<file path="src/rtl/fp32_pkg.sv">
// rtl/fp32_pkg.sv - shared FP32 type codes, FSM states and constants for the FP unit
package fp32_pkg;

  typedef enum logic [1:0] {
    T_NUM = 2'd0,
    T_NAN = 2'd1,
    T_ZER = 2'd2,
    T_INF = 2'd3
  } fp_type_t;

  typedef enum logic [2:0] {
    S_IDLE  = 3'd0,
    S_CLASS = 3'd1,
    S_SETUP = 3'd2,
    S_DIV   = 3'd3,
    S_NORM  = 3'd4,
    S_ROUND = 3'd5,
    S_PACK  = 3'd6
  } state_t;

  localparam int          FP_EXP_BIAS = 127;
  localparam logic [30:0] FP_INF_MAG  = 31'h7F800000;
  localparam logic [30:0] FP_QNAN_MAG = 31'h7FC00000;

endpackage

</file>
<file path="src/rtl/fp32_divider_if.sv">
// rtl/fp32_divider_if.sv - ready/done operand bus of the FP divider (flags with FP_DIV_FLAGS_EN)
interface fp32_divider_if;
  logic        ready;
  logic [31:0] op1;
  logic [31:0] op2;
  logic [31:0] res;
  logic        done;
`ifdef FP_DIV_FLAGS_EN
  logic [4:0]  flags;
`endif

  modport master (
    output ready, output op1, output op2,
    input  res,   input  done
`ifdef FP_DIV_FLAGS_EN
    , input flags
`endif
  );

  modport slave (
    input  ready, input  op1, input  op2,
    output res,   output done
`ifdef FP_DIV_FLAGS_EN
    , output flags
`endif
  );
endinterface

</file>
<file path="src/rtl/fp32_classify.sv">
// rtl/fp32_classify.sv - classifies an FP32 operand as number, NaN, zero (subnormals flushed) or infinity
module fp32_classify
  import fp32_pkg::*;
(
  input  logic [31:0] op,
  output fp_type_t    kind
);
  logic unused_sign;
  assign unused_sign = op[31];

  always_comb begin
    kind = T_NUM;
    if (op[30:23] == 8'hFF)
      kind = (op[22:0] == 23'd0) ? T_INF : T_NAN;
    else if (op[30:23] == 8'h00)
      kind = T_ZER;
  end
endmodule

</file>
<file path="src/rtl/fp32_divider.sv">
// rtl/fp32_divider.sv - multi-cycle restoring FP32 divider, res = op1 / op2
// Optional status flags are built only when FP_DIV_FLAGS_EN is defined.
module fp32_divider
  import fp32_pkg::*;
#(
  parameter logic [30:0] QNAN_MAG = FP_QNAN_MAG,
  parameter int          EXP_BIAS = FP_EXP_BIAS
) (
  input  logic           clk,
  input  logic           rst,
  fp32_divider_if.slave  bus
);
  state_t            state, state_n;
  logic              sign;
  logic [7:0]        e1, e2;
  logic [22:0]       f1, f2;
  fp_type_t          t1, t2, class_type, res_type, final_type;
  logic signed [9:0] exp_r;
  logic [24:0]       rem, rem_nxt;
  logic [25:0]       q;
  logic [4:0]        cnt;
  logic [23:0]       mant, m2;
  logic [24:0]       mant_sum;
  logic              guard, sticky, ge;
  logic [31:0]       res_r;
  logic              done_r;

  fp32_classify u_class1 (.op({1'b0, e1, f1}), .kind(t1));
  fp32_classify u_class2 (.op({1'b0, e2, f2}), .kind(t2));

  always_comb begin
    class_type = T_NUM;
    if (t1 == T_NAN || t2 == T_NAN || (t1 == T_ZER && t2 == T_ZER) || (t1 == T_INF && t2 == T_INF))
      class_type = T_NAN;
    else if (t1 == T_INF || t2 == T_ZER)
      class_type = T_INF;
    else if (t1 == T_ZER || t2 == T_INF)
      class_type = T_ZER;
  end

  // Range check happens only at PACK so NORM/ROUND adjustments are included.
  always_comb begin
    m2         = {1'b1, f2};
    ge         = (rem >= {1'b0, m2});
    rem_nxt    = ge ? (rem - {1'b0, m2}) : rem;
    mant_sum   = {1'b0, mant} + {24'd0, guard};
    final_type = res_type;
    if (res_type == T_NUM) begin
      if (exp_r <= 10'sd0)
        final_type = T_ZER;
      else if (exp_r >= 10'sd255)
        final_type = T_INF;
    end
  end

  always_comb begin
    state_n = state;
    case (state)
      S_IDLE:  if (bus.ready) state_n = S_CLASS;
      S_CLASS: state_n = (class_type == T_NUM) ? S_SETUP : S_PACK;
      S_SETUP: state_n = S_DIV;
      S_DIV:   if (cnt == 5'd0) state_n = S_NORM;
      S_NORM:  state_n = S_ROUND;
      S_ROUND: state_n = S_PACK;
      S_PACK:  state_n = S_IDLE;
      default: state_n = S_IDLE;
    endcase
  end

  always_ff @(posedge clk) begin
    if (rst)
      state <= S_IDLE;
    else
      state <= state_n;
  end

  always_ff @(posedge clk) begin
    if (rst) begin
      sign     <= 1'b0;
      e1       <= 8'd0;
      e2       <= 8'd0;
      f1       <= 23'd0;
      f2       <= 23'd0;
      res_type <= T_NUM;
      exp_r    <= 10'sd0;
      rem      <= 25'd0;
      q        <= 26'd0;
      cnt      <= 5'd0;
      mant     <= 24'd0;
      guard    <= 1'b0;
      sticky   <= 1'b0;
      res_r    <= 32'd0;
      done_r   <= 1'b0;
    end else begin
      done_r <= 1'b0;
      case (state)
        S_IDLE: if (bus.ready) begin
          sign <= bus.op1[31] ^ bus.op2[31];
          e1   <= bus.op1[30:23];
          e2   <= bus.op2[30:23];
          f1   <= bus.op1[22:0];
          f2   <= bus.op2[22:0];
        end
        S_CLASS: res_type <= class_type;
        S_SETUP: begin
          exp_r <= 10'({2'b00, e1} - {2'b00, e2} + 10'(EXP_BIAS));
          rem   <= {2'b01, f1};
          q     <= 26'd0;
          cnt   <= 5'd25;
        end
        S_DIV: begin
          q   <= {q[24:0], ge};
          rem <= {rem_nxt[23:0], 1'b0};
          if (cnt != 5'd0) cnt <= cnt - 5'd1;
        end
        S_NORM: begin
          sticky <= (rem != 25'd0);
          if (q[25]) begin
            mant  <= q[25:2];
            guard <= q[1];
          end else begin
            mant  <= q[24:1];
            guard <= q[0];
            exp_r <= exp_r - 10'sd1;
          end
        end
        S_ROUND: begin
          if (mant_sum[24]) begin
            mant  <= 24'h800000;
            exp_r <= exp_r + 10'sd1;
          end else begin
            mant  <= mant_sum[23:0];
          end
        end
        S_PACK: begin
          done_r <= 1'b1;
          case (final_type)
            T_ZER:   res_r <= {sign, 31'd0};
            T_INF:   res_r <= {sign, FP_INF_MAG};
            T_NAN:   res_r <= {sign, QNAN_MAG};
            default: res_r <= {sign, exp_r[7:0], mant[22:0]};
          endcase
        end
        default: ;
      endcase
    end
  end

  assign bus.res  = res_r;
  assign bus.done = done_r;

`ifdef FP_DIV_FLAGS_EN
  logic       div_zero;
  logic [4:0] flags_r;

  always_ff @(posedge clk) begin
    if (rst) begin
      div_zero <= 1'b0;
      flags_r  <= 5'd0;
    end else begin
      if (state == S_CLASS)
        div_zero <= (t1 == T_NUM) && (t2 == T_ZER);
      if (state == S_PACK)
        flags_r <= {final_type == T_NAN,
                    div_zero,
                    (res_type == T_NUM) && (final_type == T_INF),
                    (res_type == T_NUM) && (final_type == T_ZER),
                    (res_type == T_NUM) && (guard | sticky)};
    end
  end

  assign bus.flags = flags_r;
`endif
endmodule

</file>
<file path="src/flat_wrapper.sv">
// flat-port wrapper written by rule: the top's interface ports become plain ports
module fp32_divider_flat import fp32_pkg::*;
#(
  parameter logic [30:0] QNAN_MAG = FP_QNAN_MAG,
  parameter int          EXP_BIAS = FP_EXP_BIAS
)
  (clk, rst, bus_ready, bus_op1, bus_op2, bus_res, bus_done);
  fp32_divider_if bus_i ();
  input  logic clk;
  input  logic rst;
  input wire logic [$bits(bus_i.ready)-1:0] bus_ready;
  input wire logic [$bits(bus_i.op1)-1:0] bus_op1;
  input wire logic [$bits(bus_i.op2)-1:0] bus_op2;
  output wire logic [$bits(bus_i.res)-1:0] bus_res;
  output wire logic [$bits(bus_i.done)-1:0] bus_done;
  assign bus_i.ready = bus_ready;
  assign bus_i.op1 = bus_op1;
  assign bus_i.op2 = bus_op2;
  assign bus_res = bus_i.res;
  assign bus_done = bus_i.done;
  fp32_divider #(.QNAN_MAG(QNAN_MAG), .EXP_BIAS(EXP_BIAS)) u_core (.clk(clk), .rst(rst), .bus(bus_i));
endmodule
</file>
<file path="config.mk">
export PLATFORM = sky130hd
export DESIGN_NAME = fp32_divider_flat
export DESIGN_NICKNAME = d
export VERILOG_FILES = /design/src/rtl/fp32_pkg.sv /design/src/rtl/fp32_divider_if.sv /design/src/rtl/fp32_classify.sv /design/src/rtl/fp32_divider.sv /design/src/flat_wrapper.sv
export SDC_FILE = /design/constraint.sdc
export NUM_CORES = 1
export LEC_CHECK = 0
export ABC_AREA = 0
export CAP_MARGIN = 10
export CORE_UTILIZATION = 25
export CTS_CLUSTER_DIAMETER = 120
export DETAILED_ROUTE_END_ITERATION = 12
export GPL_TIMING_DRIVEN = 0
export HOLD_SLACK_MARGIN = 0.12
export SETUP_SLACK_MARGIN = 0.4
export SLEW_MARGIN = 15
export SYNTH_ARGS = -nofsm -noshare
export SYNTH_HDL_FRONTEND = slang
export SYNTH_HIERARCHICAL = 1
export SYNTH_SLANG_ARGS = --single-unit
</file>
<file path="constraint.sdc">
create_clock -name clk -period 5.5 [get_ports clk]
set_input_delay 1.1 -clock clk [delete_from_list [all_inputs] [get_ports clk]]
set_output_delay 1.1 -clock clk [all_outputs]
set_load 0.02 [all_outputs]
</file>
Word-level counts from Yosys, hierarchy flattened

Index checks and enable logic that the tools add are counted.

$add $sub $neg: 7
Multipliers: 0
Divide/modulo/power cells: 0
Order comparisons: 3
Equality and inequality tests: 22
Shift operators: 0
Multiplexer cells: 30
Bitwise operators: 1
Reduce and logical (&&, ||, !) cells: 23

Operator list:

| kind                                                                | count |
|---|---|
| case mux 31 bit (3 select lines)                                    | 1 |
| 2-to-1 mux 24 bit                                                   | 3 |
| case mux 26 bit (2 select lines)                                    | 1 |
| case mux 25 bit (2 select lines)                                    | 1 |
| case mux 24 bit (2 select lines)                                    | 1 |
| zero test 23 bit                                                    | 2 |
| case mux 10 bit (3 select lines)                                    | 1 |
| adder 24 x 1 -> 25 bit                                              | 1 |
| greater-or-equal comparator 25 x 24 -> 1 bit                        | 1 |
| 2-to-1 mux 2 bit                                                    | 12 |
| subtractor 24 bit                                                   | 1 |
| 2-to-1 mux 10 bit                                                   | 2 |
| case mux 3 bit (6 select lines)                                     | 1 |
| equality test 8 bit (second input constant)                         | 2 |
| zero test 8 bit                                                     | 2 |
| equality test 2 bit (second input constant)                         | 6 |
| adder 10 x 2 -> 10 bit (second input constant)                      | 1 |
| adder 10 x 7 -> 10 bit (second input constant)                      | 1 |
| greater-or-equal comparator 10 x 9 -> 1 bit (second input constant) | 1 |
| <= comparator 10 x 1 -> 1 bit (second input constant)               | 1 |
| case mux 5 bit (2 select lines)                                     | 1 |
| subtractor 10 x 2 -> 10 bit (second input constant)                 | 1 |
| equality test 3 bit (second input constant)                         | 3 |
| 2-to-1 mux 3 bit                                                    | 3 |
| 20 further kinds                                                    | 36 |

Flip-flop bits (word level): 192
Latch bits: 0
RAM bits: 0
Memory bits (read-only): 0
Input port bits: 67
Output and inout bits: 33
Logic and storage cells: 101
Memories: 0

Longest topological paths before layout

Gate-level depths: netlist (run 1).

Word-level depth: 11
Depth in mapped cells: 12
Mapped depth without buffers: 12

Cells and area by module

Netlist (run 1), hierarchy kept.

Modules (own cells, without submodules):

| module        | times used | cells an instance | area an instance (µm²) |
|---|---|---|---|
| fp32_divider  | 1          | 1363              | 10437.5 |
| fp32_classify | 2          | 15                | 96.3 |

Worst setup path after synthesis (run 1)

Ideal clock, no wire load.

Kind: flip-flop to flip-flop
Start point: reg u_core.rem[0]
End point: reg u_core.rem[23]
Library setup time: 0.079 ns
Data arrival time: 2.848 ns
Required time: 5.421 ns
Slack: 2.572 ns
Cell stages (with the launch flop): 13
Path buffers: 0
Cells stage by stage: dfxtp_1 > inv_1 > ha_1 > inv_1 > fa_1 > a21oi_1 > o221ai_1 > a31oi_1 > a31oi_1 > a221o_1 > a311oi_1 > mux2_2 > a211oi_2

Cells in the longest elaborated chain, start to end: 3
Elaborated cells on any way between the ends: 4
Classes of those cells: add/sub: 1; order compare: 1; mux: 2

Ends and longest elaborated chain:

| element                                                                                  | line                                   | RTL |
|---|---|---|
| from (decl)                                                                              | fp32_divider.sv:19                     | `logic [24:0] rem, rem_nxt;` |
| from (signal assigned)                                                                   | fp32_divider.sv:107                    | `rem <= {2'b01, f1};` |
| from (signal assigned)                                                                   | fp32_divider.sv:113                    | `rem <= {rem_nxt[23:0], 1'b0};` |
| subtractor 24 bit / greater-or-equal comparator 25 x 24 -> 1 bit (equally long branches) | fp32_divider.sv:45, fp32_divider.sv:44 |  |
| 2-to-1 mux 24 bit (*)                                                                    | fp32_divider.sv:45                     | `rem_nxt = ge ? (rem - {1'b0, m2}) : rem;` |
| case mux 25 bit (2 select lines) (*)                                                     | fp32_divider.sv:96                     | `case (state)` |

Mark *: on every way between the ends. The rest lies on a longest branch, timed or not.
A chain may end at the register's enable or synchronous reset.

Worst setup path after layout (run 1)

Start point: reg u_core.f2[0]
End point: reg u_core.rem[23]

Cells in the longest elaborated chain, start to end: 3
Elaborated cells on any way between the ends: 4
Classes of those cells: add/sub: 1; order compare: 1; mux: 2

Ends and longest elaborated chain:

| element                                                                                  | line                                   | RTL |
|---|---|---|
| from (decl)                                                                              | fp32_divider.sv:16                     | `logic [22:0] f1, f2;` |
| from (signal assigned)                                                                   | fp32_divider.sv:102                    | `f2 <= bus.op2[22:0];` |
| subtractor 24 bit / greater-or-equal comparator 25 x 24 -> 1 bit (equally long branches) | fp32_divider.sv:45, fp32_divider.sv:44 |  |
| 2-to-1 mux 24 bit (*)                                                                    | fp32_divider.sv:45                     |  |
| case mux 25 bit (2 select lines) (*)                                                     | fp32_divider.sv:96                     |  |

Marks and branches as above.

==> summary.md, run 1 <==
| Metric | Value |
|---|---|
| CP max FO | `4` |
| Post-CTS sizing | `0` |
| Peak VDD IR | `207.6 µV` |
| Die height | `208.2 µm` |
| Nets | `around 1600` |
| Starting Density | `0.2533` |
| Pins Over Slew Limit | `0` |
| Routed Antenna Nets | `0` |
| Tmin final | `between 3000 and 4000 ps` |
| Slew @ Worst Pin | `1016 ps` |
| Outcome | `complete, no violations` |
| CTS Hold Bufs | `0` |
| P_sw | `1.951 mW` |
| DR WL/cell | `16.96 µm` |
| Switching Share | `0.3945` |
| Cell internal pwr | `2.995 mW` |
| Setup WS pre-CTS | `1955 ps` |
| CP arrival | `3950 ps` |
| Io pins | `100` |
| Max Fclk | `279.6 MHz` |
| Post-route setup slack | `1923 ps` |
| CP most frequent cell | `a31oi_1` |
| Drt total wl | `roughly 35 mm` |
| Vias | `10660` |
| Detailed placer's ending HPWL | `26.77 mm` |
| Clock network fraction of total power | `0.257` |
| Global-route wire length before repair | `55.22 mm` |
| Initial antenna violation count | `2` |
| Non-filler cells in the finished layout | `2062` |
| Setup violations, final | `0` |
| Critical Path, Cell by Cell | `ha_1 -> inv_1 -> fa_1 -> a21oi_1 -> o221ai_1 -> a31oi_1 -> a31oi_1 -> a221o_1 -> a311oi_1 -> mux2_2 -> a211oi_2` |
| PortBufs | `98` |
| Clk_skew | `7.099 ps` |
| Combinational fraction of design power | `0.408` |
| TritonCTS Sinks | `192` |
| Share of layout cells above drive strength 1 | `0.04074` |
| Crit. End Element | `register` |
| RSZ-0062 raised after global routing | `no` |
| Syn Nets | `1506` |
| Power Dens Cells | `384.6 nW/µm²` |
| Root Driver | `clkbuf_16` |
| Clock buffer depth | `2` |
| # DRC | `0` |
| Vias in the first global route | `10000` |
| Family with the most delay on the worst path | `compound AO/OA/AOI/OAI gates` |
| Final-report hold violation count | `0` |
| Slowest stage cell on the critical path | `dfxtp_1` |
| Core ar. | `41950 µm²` |
| Worst Path Required | `5870 ps` |
| Total grt overflow | `0` |
| Setup repair bufs after CTS | `0` |
| WHS | `~470 ps` |
| H-tree depth | `4` |
| Tcrit/Tclk final | `0.6503` |
| Crit Path Category | `register to register` |
| Placed cell count | `a little over 2000` |
| Critical path launch point type | `register` |
| Fillcell total | `around 4500` |
| Die Area | `43330 µm²` |
| Syn. warnings | `6` |
| Leak | `4.427 nW` |
| Relative slew margins | `0.3137` |
| Syn_area_per_cell | `7.634 µm²` |
| Area growth syn-to-layout | `21.04%` |
| Worst-path clk slew | `70 ps` |
| First drt pass iteration count | `5` |
| Syn Inst Count | `1392` |
| Worst skew pair latency | `450 ps` |
| Vias per cell | `5.167` |
| CP max stage delay | `around 440 ps` |
| Max Cap Viol | `0` |
| Row count | `75` |
| Total CTS buffers | `17` |
| Total track usage | `0.1610` |
| Die width | `208.2 µm` |
| Placer Congestion | `0.8888` |
| Setup tns final | `0 ps` |
| Reg power frac | `0.335` |
| Synth Cell Area | `10630 µm²` |
| Clock tree from TritonCTS | `done` |
| Largest net degree at the start of global routing | `17` |
| Hold WC Path Type | `register to register` |
| WP buf/inv | `1` |
| Initial DRC Count | `902` |
[final cells by class]
type | instances | area [µm²] | share of cell area
clock buffers | 19 | 442.9 | 0.03444
plain buffers | 87 | 337.8 | 0.02626
flip-flops and latches | 192 | 3844 | 0.2988
diodes | 1 | 2.502 | 0.0001946
repair buffers | 98 | 980.9 | 0.07626
inverters | 52 | 195.2 | 0.01518
well taps | 539 | 674.4 | 0.05243
clock inverters | 13 | 135.1 | 0.01051
multi-input cells | 1061 | 6250 | 0.4859
[worst reg2reg max path, cell delays in order, from the launching register on]
cell and delay (ps):
dfxtp_1 440, ha_1 210, inv_1 60, fa_1 390, a21oi_1 240, o221ai_1 290
a31oi_1 380, a31oi_1 210, a221o_1 370, a311oi_1 350, mux2_2 390, a211oi_2 180
[sequential cells by signal (all words and copies together) (netlist names), 2 cells and up]
name             count
u_core/bus.res      32
u_core/q            26
u_core/rem          25
u_core/mant         24
u_core/f1           23
u_core/f2           23
u_core/exp_r        10
u_core/e1            8
u_core/e2            8
u_core/cnt           5
u_core/state         3
u_core/res_type      2
[final timing paths]
check	startpoint	slack, ps	depth (start not counted)	end
worst max register to register	u_core/f2[0]	1920	11	u_core/rem[23]
worst min register to register	u_core/f2[16]	470	2	u_core/f2[16]
worst max-delay path	u_core/f2[0]	1920	11	u_core/rem[23]
worst min-delay path	u_core/f2[16]	470	2	u_core/f2[16]
[routing by layer]
metal	share of wire	GRT usage	wire [µm]	up-vias
met3	0.061	0.02989	2135	56
met1	0.46	0.2172	16140	5049
met5	0	0	0	-
li1	-	-	-	5196
met4	0.023	0.05543	802	0
met2	0.45	0.2564	15900	354
[power groups by stage]
stage	sequential (mW)	clock (mW)	combinational, mW
floorplan	1.63	0	1.47
global placement	1.68	0	1.96
detailed placement	1.69	0	1.98
CTS	1.65	1.30	1.99
global route	1.67	1.36	2.22
finish	1.66	1.27	2.02
[layout by cell type (no fill, tap or decap), types with 16 or more instances in the layout]
master / n
o21ai_0: 62
mux2i_1: 32
xnor2_1: 25
inv_1: 51
nand2_1: 237
clkbuf_16: 17
clkbuf_1: 75
a21oi_1: 169
nor4_1: 21
a22oi_1: 31
a211oi_1: 16
nor2_1: 117
dfxtp_1: 192
nand3_1: 44
clkdlybuf4s50_1: 98
a31oi_1: 16
ha_1: 45
nor3_1: 41
[through the flow]
| step | instance area [µm²] | util | total power, mW |
|---|---|---|---|
| final | 12860 | 0.3066 | 4.947 |
| after global placement | 12280 | 0.2928 | 3.638 |
| after global routing | 12860 | 0.3066 | 5.258 |
| after floorplan | 10630 | - | 3.104 |
| after CTS | 12860 | 0.3066 | 4.944 |
| after detailed placement | 12280 | 0.2928 | 3.666 |
Power figures use the tool's default switching activity.
==> inputs of run 2 (changes only) <==
clock period = 3.5 ns   (was 5.5 ns; I/O delays follow)
==> summary.md, run 2 (same netlist as run 1, synthesis figures left out) <==
| Metric | Value |
|---|---|
| Commonest cells after routing, fill and taps aside | `nand2_1, dfxtp_1, a21oi_1` |
| Root Driver | `clkbuf_16` |
| Min-Delay Endpoint | `u_core/f2[16]` |
| Die height | `208.2 µm (unchanged)` |
| Reg-to-Reg End | `u_core/rem[23]` |
| DR WL/cell | `17.09 µm (+0.76%)` |
| Pins Over Slew Limit | `0 (unchanged)` |
| Leak | `4.555 nW (+2.9%)` |
| Share of layout cells above drive strength 1 | `0.06849 (+0.02776)` |
| Crit. End Element | `register` |
| R2R Setup Slk | `430 ps (-1490 ps)` |
| Hold WC Path Type | `register to register` |
| Setup tns final | `0 ps (unchanged)` |
| Die width | `208.2 µm (unchanged)` |
| Clk_skew | `6.889 ps (-0.2101 ps)` |
| CP most frequent cell | `a31oi_4` |
| Die Area | `43330 µm² (unchanged)` |
| Relative slew margins | `0.3223 (+0.008550)` |
| Placed cell count | `2029 (unchanged)` |
| CP max FO | `4 (unchanged)` |
| R2r startpoint | `u_core/f2[0]` |
| Vias | `10740 (+0.79%)` |
| Worst-path clk slew | `70 ps (about the same)` |
| Initial antenna violation count | `2 (unchanged)` |
| Peak VDD IR | `328.3 µV (+58%)` |
| Total grt overflow | `0 (unchanged)` |
| Row count | `75 (unchanged)` |
| CTS Hold Bufs | `0 (unchanged)` |
| Most common cell after layout, fill and taps aside | `nand2_1` |
| Worst skew pair latency | `450 ps (about the same)` |
| Core Util, Final | `0.3140 (+0.007338)` |
| CP max stage delay | `390 ps (-50 ps)` |
| Detailed placer's ending HPWL | `26.77 mm (unchanged)` |
| Nets | `1634 (+0.68%)` |
| Largest net degree at the start of global routing | `17 (unchanged)` |
| Total track usage | `0.1615 (+0.0005195)` |
| Placer Congestion | `0.8888 (unchanged)` |
| R2R depth | `11 (unchanged)` |
| Number of flip-flops in the largest register | `32 (unchanged)` |
| TritonCTS Sinks | `192 (unchanged)` |
| Core ar. | `41950 µm² (unchanged)` |
| Area growth syn-to-layout | `23.94%` |
| CP arrival | `3440 ps (-510 ps)` |
| Io pins | `100 (unchanged)` |
| Critical path launch point type | `register` |
| Setup violations, final | `0 (unchanged)` |
| Starting Density | `0.2533 (unchanged)` |
| Hold Crit Depth | `2 (unchanged)` |
| Slowest stage cell on the critical path | `fa_2` |
| Non-filler cells in the finished layout | `2073 (+0.53%)` |
| Worst Path Required | `3870 ps (-2000 ps)` |
| Crit Path Category | `register to register` |
| Outcome | `complete, no violations` |
| Clock tree from TritonCTS | `done` |
| Routed Antenna Nets | `0 (unchanged)` |
| Tcrit/Tclk final | `0.8771 (+0.2268)` |
| H-tree depth | `4 (unchanged)` |
| # DRC | `0 (unchanged)` |
| Max Cap Viol | `0 (unchanged)` |
| Family with the most delay on the worst path | `compound AO/OA/AOI/OAI gates` |
| First drt pass iteration count | `6 (+1)` |
| Critical Path, Cell by Cell | `ha_2 -> inv_1 -> fa_2 -> a21oi_4 -> o221ai_4 -> a31oi_4 -> a31oi_4 -> a221o_1 -> a311oi_2 -> mux2_4 -> a211oi_2` |
| PortBufs | `98 (unchanged)` |
| RSZ-0062 raised after global routing | `no` |
| Fillcell total | `4447 (-0.65%)` |
| Slew @ Worst Pin | `1003 ps (-12.66 ps)` |
| Initial DRC Count | `962 (+6.7%)` |
| Clock buffer depth | `2 (unchanged)` |
| Vias per cell | `5.180 (+0.25%)` |
| Global-route wire length before repair | `55.41 mm (+0.35%)` |
| Tmin final | `3070 ps (-506.7 ps)` |
| Max Fclk | `325.7 MHz (+17%)` |
| WP buf/inv | `1 (unchanged)` |
| Total CTS buffers | `17 (unchanged)` |
| Power Dens Cells | `610.3 nW/µm² (+59%)` |
| Final-report hold violation count | `0 (unchanged)` |
| Vias in the first global route | `10070 (+0.70%)` |
| Min-delay src | `u_core/f2[16]` |
| Drt total wl | `35.43 mm (+1.3%)` |
==> run 2: changes by cell type in the layout (fill, tap and decap cells not counted), moves of 3 or more <==
| cell | previous run | this run |
|---|---|---|
| clkbuf_2 | 0 | 6 |
| ha_1 | 45 | 41 |
| o21ai_0 | 62 | 59 |
| a21oi_1 | 169 | 166 |
| buf_4 | 0 | 11 |
| clkbuf_1 | 75 | 69 |
| ha_2 | 0 | 3 |
==> run 2: how the worst max path moves through the flow <==
stage	from	slack [ps]	end	cells after the start
floorplan	u_core/rem[0]	570	u_core/rem[23]	12
global placement	u_core/f2[0]	-10	u_core/rem[23]	11
detailed placement	u_core/f2[0]	-50	u_core/rem[23]	11
CTS	u_core/f2[0]	290	u_core/rem[23]	11
global route	u_core/f2[0]	370	u_core/rem[23]	11
finish	u_core/f2[0]	430	u_core/rem[23]	11
==> run 2: per-layer routing <==
metal | vias to the layer above | wire length, µm | global-route usage
li1 | 5223 | - | -
met1 | 5094 | 16090 | 0.2177
met2 | 370 | 16100 | 0.2558
met3 | 52 | 2373 | 0.03155
met4 | 0 | 865 | 0.05645
met5 | - | 0 | 0
==> run 2: worst register-to-register path, cell delays in order (launching register included) <==
cell and delay (ps):
dfxtp_4 380, ha_2 180, inv_1 60, fa_2 390, a21oi_4 220, o221ai_4 160, a31oi_4 280, a31oi_4 130
a221o_1 390, a311oi_2 280, mux2_4 340, a211oi_2 180
==> run 2: repair_timing <==
item                       4_1_cts  5_1_grt
gates resized for setup         12       46
pin swaps                        4       12
setup buffers                    5        5
setup endpoints to repair       49       55
gates cloned                     1        0
==> run 2: area by class of cell <==
type / count / area, µm² / share of cell area
multi-input cells: 1061 / 6450 / 0.4897
flip-flops and latches: 192 / 3849 / 0.2922
repair buffers: 109 / 1067 / 0.08104
well taps: 539 / 674.4 / 0.05121
clock buffers: 19 / 442.9 / 0.03363
plain buffers: 87 / 354.1 / 0.02689
inverters: 52 / 195.2 / 0.01482
clock inverters: 13 / 135.1 / 0.01026
diodes: 1 / 2.502 / 0.0001900
==> run 2: through the flow <==
step | cell area (µm²) | power [mW] | hold WS (ps) | worst slack (ps)
5_1_grt | 13170 | 8.519 | 493.5 | 367.8
3_3_place_gp | 12280 | 5.717 | 455.5 | -10.11
4_1_cts | 12950 | 7.822 | 475.4 | 290.2
2_1_floorplan | 10630 | 4.878 | 432.3 | 572.4
6_report | 13170 | 8.038 | 474.2 | 430.1
3_5_place_dp | 12280 | 5.761 | 466.3 | -45.41
==> run 2: where the power goes <==
| part | switching, mW | internal [mW] |
|---|---|---|
| registers | 0.223 | 2.38 |
| logic | 2.02 | 1.41 |
| clock network | 0.930 | 1.07 |
==> RTL change: new RTL, config.mk and constraints of run 2 <==
Re-encode `fp_type_t` (4 values) as Gray code, 2 bits wide.
--- a/src/rtl/fp32_pkg.sv
+++ b/src/rtl/fp32_pkg.sv
@@ -2,10 +2,10 @@
 package fp32_pkg;
 
   typedef enum logic [1:0] {
-    T_NUM = 2'd0,
-    T_NAN = 2'd1,
-    T_ZER = 2'd2,
-    T_INF = 2'd3
+    T_NUM = 2'b00,
+    T_NAN = 2'b01,
+    T_ZER = 2'b11,
+    T_INF = 2'b10
   } fp_type_t;
 
   typedef enum logic [2:0] {
Check against the original RTL: no difference found for any inputs over 10 cycles, from zero or initial values and one cycle with rst high; not proved beyond that.
==> RTL change against run 2 <==
Power is 2.1% lower. Design area fell by 1.4%. Area after synthesis grew 0.72%. Setup slack improved by 0.12 ns. Sequential power barely moved. Sequential cell count unchanged. Wire length decreased by 3.0%. Clock skew increased by 0.0029 ns. Hold slack got worse by 0.0012 ns. First-iteration DRC count shrank 20%. Global-route usage down 0.28 points. Critical endpoint is now u_core/exp_r[8]. Highest routed layer is now met5.
==> RTL change: results (changes against run 2) <==
metric	value	unit	change
grt_pass1_vias	10045		-0.29%
p_leak	0.004438	uW	-2.6%
syn_inst	1375		-1.2%
tightest_slew	0.8651	ns	-0.1383 ns
n_antenna_cell	0		-1
grt_pass1_wl	55040	um	-0.67%
pg_comb	3320	uW	-3%
maxCapViolations	0		unchanged
clock-sinks	192		unchanged
multi_input_area	6306	sq um	-2.2%
wl_met2	16080	um	-0.18%
multi_input_gates	1038		-2.2%
inverters	51		-1.9%
grt_util_all_layers	15.87	%	-0.28 points
hold_class	flip-flop to flip-flop		
cts_root_buf	clkbuf_16		
cp_slowest_cell	fa_1		
slowest_delay	0.45	ns	+0.06 ns
hpwl	26970	um	+0.76%
met1Wirelength	15350	um	-4.6%
sh_seq_area	29.62	%	+0.40 points
area_growth	21.29	%	
nonClkBufAreaFrac	10.69	%	-0.10 points
via_per_inst	5.107		-1.4%
drive_above_1_share	5.246	%	-1.6 points
num-nets-final	1608		-1.6%
post_dp_cell_area	12380	sq um	+0.76%
largest_reg_flops	32		unchanged
vdd_ir_drop_max	300.4	uV	-8.5%
grt_max_degree	19		+2
synth_warnings	6		unchanged
clk_pin_slew_worst_paths	0.07	ns	about the same
clock_skew	0.009768	ns	+0.002880 ns
cts_resized	2		-10
status	completed		
synth_nets	1490		-1.1%
port_buffers	99		+1.0%
crit_family	compound AO/OA/AOI/OAI gates		
dp_slack	0.2549	ns	+0.3003 ns
syn_avg_cell_area	7.784	sq um	+2.0%
n_all_buffers	193		-1.5%
n_clock_buffer	17		-2
wl_per_cell	16.80	um	-1.7%
h-tree-depth	4		unchanged
met3_length	2086	um	-12%
cts_buffer_depth	2		unchanged
intPower	4705	uW	-3.2%
postCtsSetupBuffers	0		-5
fillers	4513		+1.5%
grt_antenna_before_repair	1		-1
gp_congestion	0.8949		+0.69%
cp_max_fo	11		+7
drt_iter0_drc	769		-20%
wl	34350	um	-3.0%
numPlacedInstances	2013		-0.79%
dr.max_layer_used	met5		
cts_buffers	17		unchanged
clock_area_share	4.443	%	+0.054 points
-- RTL change: worst min-delay path, stage by stage (launching register included) --
cell and delay (ns):
dfxtp_1 0.32, nand2_1 0.05, a21oi_1 0.05
-- RTL change: per-stage QoR --
stage          hold WS, ns  total power, uW
5_1_grt             0.4952             8400
2_1_floorplan       0.4407             5035
6_report            0.4730             7868
4_1_cts             0.4757             7858
3_3_place_gp        0.4603             5852
3_5_place_dp        0.4663             5898
-- RTL change: path summary, 6_finish.rpt --
check                    end  cells past startpoint  slack, ns            start
min            u_core/f2[18]                      2       0.47    u_core/f2[18]
max          u_core/exp_r[8]                     13       0.55  u_core/state[1]
min reg2reg    u_core/f2[18]                      2       0.47    u_core/f2[18]
max reg2reg  u_core/exp_r[8]                     13       0.55  u_core/state[1]
-- RTL change: routing by layer --
metal / up-vias / track usage [%]
li1: 5173 / -
met1: 4928 / 20.47
met2: 299 / 26.56
met3: 41 / 2.825
met4: 2 / 5.325
met5: - / 0
